## src/rtl/xor4_carry_sched_if.sv

```systemverilog
// Request/result handshake bundle for xor4_carry_sched: two operand requesters and one result port.
// The slave modport is the scheduler side; master is the requester/consumer side.
interface xor4_carry_sched_if #(
   parameter int WORD_W = 32
);
   logic              req0_valid;
   logic              req0_ready;
   logic [WORD_W-1:0] req0_data;
   logic              req0_inv;
   logic              req1_valid;
   logic              req1_ready;
   logic [WORD_W-1:0] req1_data;
   logic              req1_inv;
   logic              res_valid;
   logic              res_ready;
   logic [WORD_W-1:0] res_data;
   logic              res_id;
   logic              res_parity;

   modport slave (
      input  req0_valid, req0_data, req0_inv,
      input  req1_valid, req1_data, req1_inv,
      input  res_ready,
      output req0_ready, req1_ready,
      output res_valid, res_data, res_id, res_parity
   );

   modport master (
      output req0_valid, req0_data, req0_inv,
      output req1_valid, req1_data, req1_inv,
      output res_ready,
      input  req0_ready, req1_ready,
      input  res_valid, res_data, res_id, res_parity
   );
endinterface

```

## src/rtl/xor4_carry_sched.sv

```systemverilog
// Time-shares one 4-bit conditional-XOR unit between two requesters, one nibble per cycle.
// Optional result parity is enabled by defining XOR4_CARRY_SCHED_PARITY_EN.
module xor4_carry_sched #(
   parameter int WORD_W = 32
) (
   input  logic                clk,
   input  logic                rst,
   xor4_carry_sched_if.slave   bus,
   output logic [3:0]          xu_a,
   output logic                xu_s,
   input  logic [3:0]          xu_c
);
   localparam int NIB   = WORD_W / 4;
   localparam int IDX_W = (NIB > 1) ? $clog2(NIB) : 1;

   typedef enum logic [1:0] {S_IDLE, S_RUN, S_DONE} state_t;

   state_t            state_q, state_d;
   logic [IDX_W-1:0]  idx_q, idx_d;
   logic              prio_q, prio_d;
   logic              id_q, id_d;
   logic              inv_q, inv_d;
   logic [WORD_W-1:0] word_q, word_d;
   logic [WORD_W-1:0] res_data_q, res_data_d;
   logic              grant;
   logic              accept;
   logic              idx_last;
   logic [IDX_W+1:0]  base;
   logic              par_q;

   // prio_q names the requester that wins a tie; otherwise whoever is valid wins.
   always_comb begin
      if (bus.req0_valid && bus.req1_valid) begin
         grant = prio_q;
      end else begin
         grant = bus.req1_valid;
      end
      accept   = (state_q == S_IDLE) && (grant ? bus.req1_valid : bus.req0_valid);
      idx_last = (idx_q == IDX_W'(NIB - 1));
      base     = {idx_q, 2'b00};
   end

   always_comb begin
      state_d        = state_q;
      idx_d          = idx_q;
      prio_d         = prio_q;
      id_d           = id_q;
      inv_d          = inv_q;
      word_d         = word_q;
      res_data_d     = res_data_q;
      xu_a           = 4'h0;
      xu_s           = 1'b0;
      bus.req0_ready = (state_q == S_IDLE) && !grant;
      bus.req1_ready = (state_q == S_IDLE) && grant;
      case (state_q)
         S_IDLE: begin
            if (accept) begin
               word_d  = grant ? bus.req1_data : bus.req0_data;
               inv_d   = grant ? bus.req1_inv  : bus.req0_inv;
               id_d    = grant;
               idx_d   = '0;
               state_d = S_RUN;
            end
         end
         S_RUN: begin
            xu_a = word_q[base +: 4];
            xu_s = inv_q;
            res_data_d[base +: 4] = xu_c;
            idx_d = idx_q + 1'b1;
            if (idx_last) begin
               idx_d   = '0;
               state_d = S_DONE;
            end
         end
         S_DONE: begin
            if (bus.res_ready) begin
               state_d = S_IDLE;
               prio_d  = ~id_q;
            end
         end
         default: state_d = S_IDLE;
      endcase
   end

   always_ff @(posedge clk) begin
      if (rst) begin
         state_q    <= S_IDLE;
         idx_q      <= '0;
         prio_q     <= 1'b0;
         id_q       <= 1'b0;
         res_data_q <= '0;
      end else begin
         state_q    <= state_d;
         idx_q      <= idx_d;
         prio_q     <= prio_d;
         id_q       <= id_d;
         res_data_q <= res_data_d;
      end
   end

   // Operand holding registers need no reset: they are always loaded before use.
   always_ff @(posedge clk) begin
      word_q <= word_d;
      inv_q  <= inv_d;
   end

`ifdef XOR4_CARRY_SCHED_PARITY_EN
   logic par_d;

   // Parity is taken from the fully assembled word on the way into DONE.
   always_comb begin
      par_d = par_q;
      if (state_q == S_RUN && idx_last) begin
         par_d = ^res_data_d;
      end
   end

   always_ff @(posedge clk) begin
      if (rst) begin
         par_q <= 1'b0;
      end else begin
         par_q <= par_d;
      end
   end
`else
   assign par_q = 1'b0;
`endif

   assign bus.res_valid  = (state_q == S_DONE);
   assign bus.res_data   = res_data_q;
   assign bus.res_id     = id_q;
   assign bus.res_parity = par_q;
endmodule

```

## src/flat_wrapper.sv

```systemverilog
// flat-port wrapper written by rule: the top's interface ports become plain ports
module xor4_carry_sched_flat 
#(
   parameter int WORD_W = 32
)
  (clk, rst, xu_a, xu_s, xu_c, bus_req0_valid, bus_req0_data, bus_req0_inv, bus_req1_valid, bus_req1_data, bus_req1_inv, bus_res_ready, bus_req0_ready, bus_req1_ready, bus_res_valid, bus_res_data, bus_res_id, bus_res_parity);
  xor4_carry_sched_if #(.WORD_W(WORD_W)) bus_i ();
  input  logic clk;
  input  logic rst;
  output logic [3:0] xu_a;
  output logic xu_s;
  input  logic [3:0] xu_c;
  input wire logic [$bits(bus_i.req0_valid)-1:0] bus_req0_valid;
  input wire logic [$bits(bus_i.req0_data)-1:0] bus_req0_data;
  input wire logic [$bits(bus_i.req0_inv)-1:0] bus_req0_inv;
  input wire logic [$bits(bus_i.req1_valid)-1:0] bus_req1_valid;
  input wire logic [$bits(bus_i.req1_data)-1:0] bus_req1_data;
  input wire logic [$bits(bus_i.req1_inv)-1:0] bus_req1_inv;
  input wire logic [$bits(bus_i.res_ready)-1:0] bus_res_ready;
  output wire logic [$bits(bus_i.req0_ready)-1:0] bus_req0_ready;
  output wire logic [$bits(bus_i.req1_ready)-1:0] bus_req1_ready;
  output wire logic [$bits(bus_i.res_valid)-1:0] bus_res_valid;
  output wire logic [$bits(bus_i.res_data)-1:0] bus_res_data;
  output wire logic [$bits(bus_i.res_id)-1:0] bus_res_id;
  output wire logic [$bits(bus_i.res_parity)-1:0] bus_res_parity;
  assign bus_i.req0_valid = bus_req0_valid;
  assign bus_i.req0_data = bus_req0_data;
  assign bus_i.req0_inv = bus_req0_inv;
  assign bus_i.req1_valid = bus_req1_valid;
  assign bus_i.req1_data = bus_req1_data;
  assign bus_i.req1_inv = bus_req1_inv;
  assign bus_i.res_ready = bus_res_ready;
  assign bus_req0_ready = bus_i.req0_ready;
  assign bus_req1_ready = bus_i.req1_ready;
  assign bus_res_valid = bus_i.res_valid;
  assign bus_res_data = bus_i.res_data;
  assign bus_res_id = bus_i.res_id;
  assign bus_res_parity = bus_i.res_parity;
  xor4_carry_sched #(.WORD_W(WORD_W)) u_core (.clk(clk), .rst(rst), .bus(bus_i), .xu_a(xu_a), .xu_s(xu_s), .xu_c(xu_c));
endmodule
```

## config.mk

```make
export PLATFORM = sky130hd
export DESIGN_NAME = xor4_carry_sched_flat
export DESIGN_NICKNAME = d
export VERILOG_FILES = /design/src/rtl/xor4_carry_sched_if.sv /design/src/rtl/xor4_carry_sched.sv /design/src/flat_wrapper.sv
export SDC_FILE = /design/constraint.sdc
export NUM_CORES = 1
export LEC_CHECK = 0
export ABC_CLOCK_PERIOD_IN_PS = 7400
export CORE_MARGIN = 8
export CORE_UTILIZATION = 49
export DETAILED_ROUTE_END_ITERATION = 12
export PLACE_DENSITY_LB_ADDON = 0.3
export SLEW_MARGIN = 20
export SYNTH_ARGS = -nofsm -noshare
export SYNTH_HDL_FRONTEND = slang
export SYNTH_SLANG_ARGS = --single-unit
```

## constraint.sdc

```tcl
create_clock -name clk -period 7.4 [get_ports clk]
set_clock_uncertainty 0.15 [all_clocks]
set_input_delay 1.48 -clock clk [delete_from_list [all_inputs] [get_ports clk]]
set_output_delay 1.48 -clock clk [all_outputs]
set_load 0.02 [all_outputs]
```

[Word level (Yosys, flattened, before mapping)]
Cells that the tools add are included.
Cells by class
  add/subtract/negate cells: 2
  equal/unequal tests: 6
  shifts and indexed selects: 3
  muxes and demuxes: 14
  bitwise logic cells: 1
  reduce and logical (&&, ||, !) cells: 11
Operators with widths (count)
  32-bit bitwise mux: 1
  32-bit two-way mux: 1
  4-bit by 7-bit variable shift with 32-bit output (first input constant): 1
  32-bit by 6-bit indexed part select with 4-bit output: 1
  4-bit by 7-bit indexed part select with 32-bit output: 1
  5-bit negation with 7-bit output: 1
  2-bit two-way mux: 3
  3-bit two-way mux: 2
  2-bit one-hot mux with 3 select lines: 1
  3-bit one-hot mux with 2 select lines: 1
  2-bit AND reduction: 3
  1-bit logical AND: 4
  1-bit two-way mux: 4
  4-bit two-way mux: 1
  2-bit by 1-bit != test with 1-bit output (second input constant): 2
  3-bit by 1-bit adder with 3-bit output (second input constant): 1
  3-bit equality test (second input constant): 1
  3-bit AND reduction: 1
  2-bit by 1-bit equality test with 1-bit output (second input constant): 1
  2-bit equality test (second input constant): 1
  2-bit logical NOT: 1
  2-bit != test (second input constant): 1
  2-bit nonzero test: 1
  1-bit logical NOT: 1
  1-bit NOT: 1
Storage, ports and cells
  flip-flop bits (word level): 72

[Logic depth before layout (Yosys ltp)]
  depth after elaboration: 6
  gate-level depth with buffers: 10

[Least setup slack after synthesis]
Ideal clock, no wire load.
  path type: in2out
  start point: input port bus_req0_valid
  end point: output port bus_req0_ready
  arrival: 2.241 ns
  data required time: 5.770 ns
  slack: 3.529 ns
  stages: 4
  buffers on the path: 1
  cell sequence: inv_1 -> o21ai_2 -> buf_2 -> and2_1
Between the ends
  longest elaborated chain between the ends: 4
RTL lines
  start: declaration: RTL line flat_wrapper.sv:13  | input wire logic [$bits(bus_i.req0_valid)-1:0] bus_req0_valid;
  1-bit logical AND: RTL line xor4_carry_sched.sv:33  | if (bus.req0_valid && bus.req1_valid) begin
  1-bit two-way mux: RTL line xor4_carry_sched.sv:33
  1-bit logical NOT: RTL line xor4_carry_sched.sv:53  | bus.req0_ready = (state_q == S_IDLE) && !grant;
  1-bit logical AND: RTL line xor4_carry_sched.sv:53
  end: declaration: RTL line flat_wrapper.sv:20  | output wire logic [$bits(bus_i.req0_ready)-1:0] bus_req0_ready;
No other way between the ends.

[Worst setup path after layout]
Same ends and word-level chain as after synthesis.

==> impl_metrics.json <==
{
  "final_util_pct": 68.5,
  "worst_ep_arrival_time_ns": 3.30,
  "synthArstFlopShare_pct": 0,
  "clock_latency_ns": 0.34,
  "place_congestion": 0.733,
  "finalSetupViolCount": 0,
  "portBuffers": 115,
  "seq_area_um2": 1770,
  "initial_core_util_pct": 49.4,
  "synth_nets": 385,
  "antenna_cells": 0,
  "rows": 31,
  "ant_nets": 0,
  "cts_buffers": 9,
  "setup_ws_ns": 2.47,
  "syn2layout_area_growth_pct": 38.8,
  "coreArea_um2": 7100,
  "fmax_ghz": 0.203,
  "ir_drop_v": 0.0000921,
  "ioPinCount": 117,
  "dieWidth_um": 101,
  "antenna_found_initial": 0,
  "power_density_nw_per_um2": 181,
  "hold_viol": 0,
  "synth_area_per_cell_um2": 11.5,
  "synth_ff_type": "dfxtp_1",
  "wl_um": 8150,
  "dp_slack_ns": 2.45,
  "placed_cells": 500,
  "grt_use_met1_pct": 17.2,
  "synth_edf_count": 33,
  "fin_crit_sh_pct": 66.6,
  "multi_input_area_um2": 1600,
  "synth.distinct_cells": 45,
  "leakagePower_nw": 1.71,
  "first_global_vias": 2866,
  "grt_max_degree": 44,
  "postCtsResizedCells": 0,
  "dr.pass1.iters": 4,
  "crit_type": "in2out",
  "end_kind": "output pin",
  "drv_cap": 0,
  "use_met3_pct": 6.08,
  "synth_commonest_cells": "dfxtp_1, mux2_2, edfxtp_1",
  "cp-start-kind": "primary input",
  "path_clk_slew_ns": 0.07,
  "vias": 2724,
  "tightest_slew_ns": 0.870,
  "crit_required_ns": 5.77,
  "overflow": 0,
  "netlist_top_cells_area": "edfxtp_1, dfxtp_1, mux2_2",
  "crit_path_max_fanout": 34,
  "period_needed_ns": 4.93,
  "post-dp-hpwl_um": 6240,
  "synth_seq_cells": 72,
  "ctsHoldBuffers": 0,
  "synth_area_um2": 3500,
  "die_area_um2": 10100,
  "cts_sinks": 72,
  "cts_tree": "done",
  "setup_tns_ns": 0,
  "htreeDepth": 3,
  "rsz0062_at_grt": "false",
  "via_per_inst": 5.28,
  "cts_root_buffer": "clkbuf_8",
  "use_met2_pct": 27.6,
  "maxSlewViolCount": 0,
  "fp.dieH_um": 101,
  "drtIter0Drc": 136,
  "post_cts_buffers": 0,
  "synth.most_common_cell": "dfxtp_1",
  "yosys_warnings": 0,
  "clockBufferDepth": 2,
  "busiest_layer": "met2",
  "yosysTopAreaCell": "edfxtp_1",
  "drc_errors": 0,
  "final_cells": 516,
  "grt_usage_pct": 16.3,
  "layout-drive-gt1-share_pct": 14.1,
  "num-fill-cells": 554,
  "wl_per_cell_um": 15.8,
  "nNetsFinal": 492,
  "grt_pass1_wl_um": 13000,
  "seq_area_frac_synth_pct": 50.6,
  "syn_inst": 305,
  "hold_class": "reg2reg",
  "max_slew_margin_pct": 41.9,
  "status": "finished clean",
  "synth_top_area_share_pct": 28.3
}
## layout by cell type, fill, tap and decap left out, types with 2 or more instances in the layout
cell type / netlist / routed
nor4_1: 2 / 2
nor2_1: 6 / 5
nand2_1: 3 / 3
edfxtp_1: 33 / 33
a21oi_1: 25 / 25
o211ai_1: 4 / 4
a211oi_1: 2 / 2
nand4_1: 12 / 12
clkbuf_8: 0 / 9
o21ai_0: 14 / 14
nand3b_1: 2 / 2
o21a_1: 2 / 2
clkdlybuf4s50_1: 0 / 115
a2111oi_0: 2 / 2
nor2b_1: 6 / 6
ha_1: 5 / 5
o22ai_1: 6 / 6
o21ai_1: 7 / 7
nand4b_1: 8 / 8
and2_1: 2 / 2
buf_4: 4 / 3
dfxtp_1: 39 / 39
mux2_2: 37 / 37
mux2i_1: 20 / 20
inv_1: 6 / 6
clkbuf_1: 8 / 4
nand2b_1: 22 / 22
## worst max-delay path, cell delays in order
cell and delay, ns:
clkdlybuf4s50_1 0.49, inv_1 0.07, o21ai_2 0.11, buf_4 0.36
and2_1 0.18, clkdlybuf4s50_1 0.60
## report_power, final
group | leakage (nW) | switching (mW) | internal (mW)
sequential | 0.638 | 0.0111 | 0.441
clock | 0.0901 | 0.135 | 0.142
combinational | 0.981 | 0.0653 | 0.0823
total | 1.71 | 0.212 | 0.666
## through the flow
step / total power, mW / hold WS [ns] / area, µm²
2_1_floorplan: 0.541 / 0.367 / 3500
3_3_place_gp: 0.606 / 0.302 / 4690
3_5_place_dp: 0.609 / 0.318 / 4690
4_1_cts: 0.886 / 0.330 / 4860
5_1_grt: 0.916 / 0.353 / 4860
6_report: 0.878 / 0.327 / 4860
## routing by layer
layer  wire length [µm]  up-vias
met5                  0        -
met4                183        0
met3                631       15
met2               4030       92
met1               3310     1265
li1                   -     1352
## final timing paths
path | startpoint | endpoint | slack, ns | cells past startpoint
min | u_core.bus.res_data[20] | u_core.bus.res_data[20] | 0.33 | 2
max | bus_req0_valid | bus_req0_ready | 2.47 | 6
max reg2reg | u_core.idx_q[1] | u_core.bus.res_data[19] | 4.34 | 6
min reg2reg | u_core.bus.res_data[20] | u_core.bus.res_data[20] | 0.33 | 2
## kinds of logic after synthesis
group | synth area share (%)
other | 0.107
buffers and inverters | 3.96
and+or+nand+nor | 15.2
AOI/OAI and AO/OA | 10.8
muxes | 17.6
DFF | 50.6
adders and majority gates | 1.79
## final cells by class
type | count | area share (%)
repair buffers | 118 | 24.1
flip-flops and latches | 72 | 36.4
inverters | 6 | 0.463
well taps | 99 | 2.55
clock buffers | 14 | 3.37
clock inverters | 2 | 0.232
multi-input cells | 205 | 32.8
## registers in the layout, summed over array words and instances (netlist names)
signal	count
u_core.bus.res_data	32
u_core.state_q	2
u_core.bus.res_id	1
u_core.idx_q	3
u_core.inv_q	1
u_core.word_q	32
u_core.prio_q	1
(Power assumes the default switching activity.)
==> variant: new RTL, same flow settings <==
The option `XOR4_CARRY_SCHED_PARITY_EN` is turned on by a define.
--- a/src/rtl/xor4_carry_sched.sv
+++ b/src/rtl/xor4_carry_sched.sv
@@ -1,4 +1,6 @@
 // Time-shares one 4-bit conditional-XOR unit between two requesters, one nibble per cycle.
 // Optional result parity is enabled by defining XOR4_CARRY_SCHED_PARITY_EN.
+`define XOR4_CARRY_SCHED_PARITY_EN
+
 module xor4_carry_sched #(
    parameter int WORD_W = 32
Function: changed (Yosys sat finds a counterexample within 10 cycles, from zero or initial values and one cycle with rst high).
==> variant against the original RTL <==
Area after synthesis up 8.0%; non-clock buffer count up 1; final cell count up 5.4%; via count up 3.6%; worst hold slack better by 0.0038 ns; wire length up 8.8%; power up 12%; critical path depth unchanged; sequential cell count up 1; count of clock-buffer cells in the layout down 5; final area up 8.2%; worst setup slack better by 0.025 ns; largest power group unchanged.
==> variant: results (changes against the original RTL) <==
stage;metric;value;unit;change
run_status;outcome;complete, no violations;;
layout;Seq cells;73;;+1.4%
timing;Hold Slack;0.331;ns;+0.00379 ns
worst_setup_path;worst-path fanout max;35;;+2.9%
layout;Seq. cell area;1790;µm²;+1.1%
layout;fraction of area in multi-input gates;36.2;%;+3.4 points
routing;routed length per placed instance;16.3;µm;+3.2%
layout;Inverters, non-clock;5;;-1
logic_synthesis;number of library cell types mapped by synthesis;36;;-20%
min_path;min-delay src;u_core.bus.res_data[14]$_SDFF_PP0_;;
logic_synthesis;Area contributors post-synth;edfxtp_1 (26%), dfxtp_1 (21%), mux2_2 (9.8%);;
logic_synthesis;EDFF count, synth;33;;unchanged
worst_setup_path;Reg2Reg Depth;10;;+4
worst_setup_path;crit path DAT;3.27;ns;-0.03 ns
layout;Final nets;517;;+5.1%
layout;Layout non-clock buf frac;22.5;%;-1.6 points
global_route;largest net degree at the start of global routing;42;;-4.5%
power_and_ir_drop;Leak;0.00193;µW;+13%
place;pre-CTS setup slack;2.48;ns;+0.0270 ns
min_path;Hold EP;u_core.bus.res_data[14]$_SDFF_PP0_;;
layout;FILL cells;578;;+4.3%
global_route;gr usage total;17.0;%;+0.72 points
place;placed cell areas;5030;µm²;+7.2%
layout;comb_multi_in;229;;+12%
place;post-DP HPWL;6730;µm;+7.8%
power_and_ir_drop;Seq pwr share;46.8;%;-4.7 points
worst_setup_path;setup slack, reg-to-reg;3.12;ns;-1.22 ns
worst_setup_path;worst r2r dst;u_core.bus.res_parity$_SDFFE_PP0P_;;
timing;Slew HR;33.2;%;-8.7 points
place;RD Place Congestion;0.771;;+5.1%
logic_synthesis;Seq/Total Area, Yosys;47.4;%;-3.2 points
global_route;vias in the first global route;3091;;+7.9%
layout;Seq/total area;34.1;%;-2.4 points
clock_network;Root Driver;clkbuf_8;;
worst_setup_path;reg2reg start;u_core.idx_q[0]$_SDFFE_PP0P_;;
logic_synthesis;syn avg cell area;11.7;µm²;+1.6%
routing;drt total wl;8860;µm;+8.8%
routing;via-per-instance ratio;5.19;;-1.7%
worst_setup_path;CP top delay family;buffers and inverters;;
place;port bufs;116;;+0.87%
layout;share of layout cells above drive strength 1;14.3;%;+0.10 points
global_route;first-pass GRT wire length;15000;µm;+15%
logic_synthesis;synthesized instance count;324;;+6.2%
power_and_ir_drop;peak supply drop;0.140;mV;+52%
routing;Iter 0 DRT Violations;95;;-30%
layout;Non-clk bufs;119;;+0.85%
layout;Final clock-cell share;4.42;%;+0.82 points
place;cell count after placement;528;;+5.6%
logic_synthesis;commonest cells in the netlist;dfxtp_1 (40), edfxtp_1 (33), mux2_2 (33), nor2_1 (33), mux2i_1 (28);;
min_path;worst hold path class;flip-flop to flip-flop;;
routing;drt first pass iters;5;;+1
logic_synthesis;post-synthesis net count;404;;+4.9%
clock_network;Clk pin slew, worst setup/hold paths;0.08;ns;
routing;# DRC;0;;unchanged
power_and_ir_drop;internal power;759;µW;+14%
min_path;hold path cells;2;;unchanged
[variant: changes by cell type in the layout (fill, tap and decap cells not counted), moves of 6 or more]
cell	before	now
nor2_1	5	33
xnor2_1	0	26
nand2_1	3	23
nand2b_1	22	3
o21ai_0	14	0
nand4_1	12	1
nand3_1	0	10
mux2i_1	20	28
mux4_2	0	8
nand4b_1	8	0
xor2_1	0	8
o21ai_1	7	1
o22ai_1	6	0
[variant: power by group through the flow]
stage / registers (µW) / logic [µW] / clock network, µW
after global routing: 462 / 171 / 390
after floorplan: 464 / 90.8 / 0
after CTS: 460 / 160 / 371
after global placement: 466 / 156 / 0
final: 459 / 158 / 364
after detailed placement: 469 / 159 / 0
[variant: worst max-delay path by stage]
stage	start	endpoint	slack, ns	depth (start not counted)
2_1_floorplan	bus_req0_valid	bus_req0_ready	3.25	4
3_3_place_gp	bus_req0_valid	bus_req0_ready	2.52	6
3_5_place_dp	bus_req0_valid	bus_req0_ready	2.48	6
4_1_cts	bus_req0_valid	bus_req0_ready	2.47	6
5_1_grt	bus_req0_valid	bus_req0_ready	2.34	6
6_report	bus_req0_valid	bus_req0_ready	2.50	6
[variant: logic make-up (layout without fill, tap and decap cells)]
family	Yosys count	in the layout	synth area share (%)
adders and majority gates	5	5	1.65
and+or+nand+nor	87	87	10.8
AOI/OAI and AO/OA	28	28	4.33
muxes	70	70	22.6
DFF	73	73	47.4
buffers and inverters	22	140	2.38
xor gates and xnor gates	39	39	10.8
[variant: layer usage]
| metal | part of all wire, % | wire, µm | global-route usage, % |
|---|---|---|---|
| met5 | 0 | 0 | 0 |
| met4 | 1.4 | 123 | 5.17 |
| met3 | 8.2 | 726 | 7.81 |
| met2 | 52 | 4570 | 29.6 |
| met1 | 39 | 3450 | 17.9 |
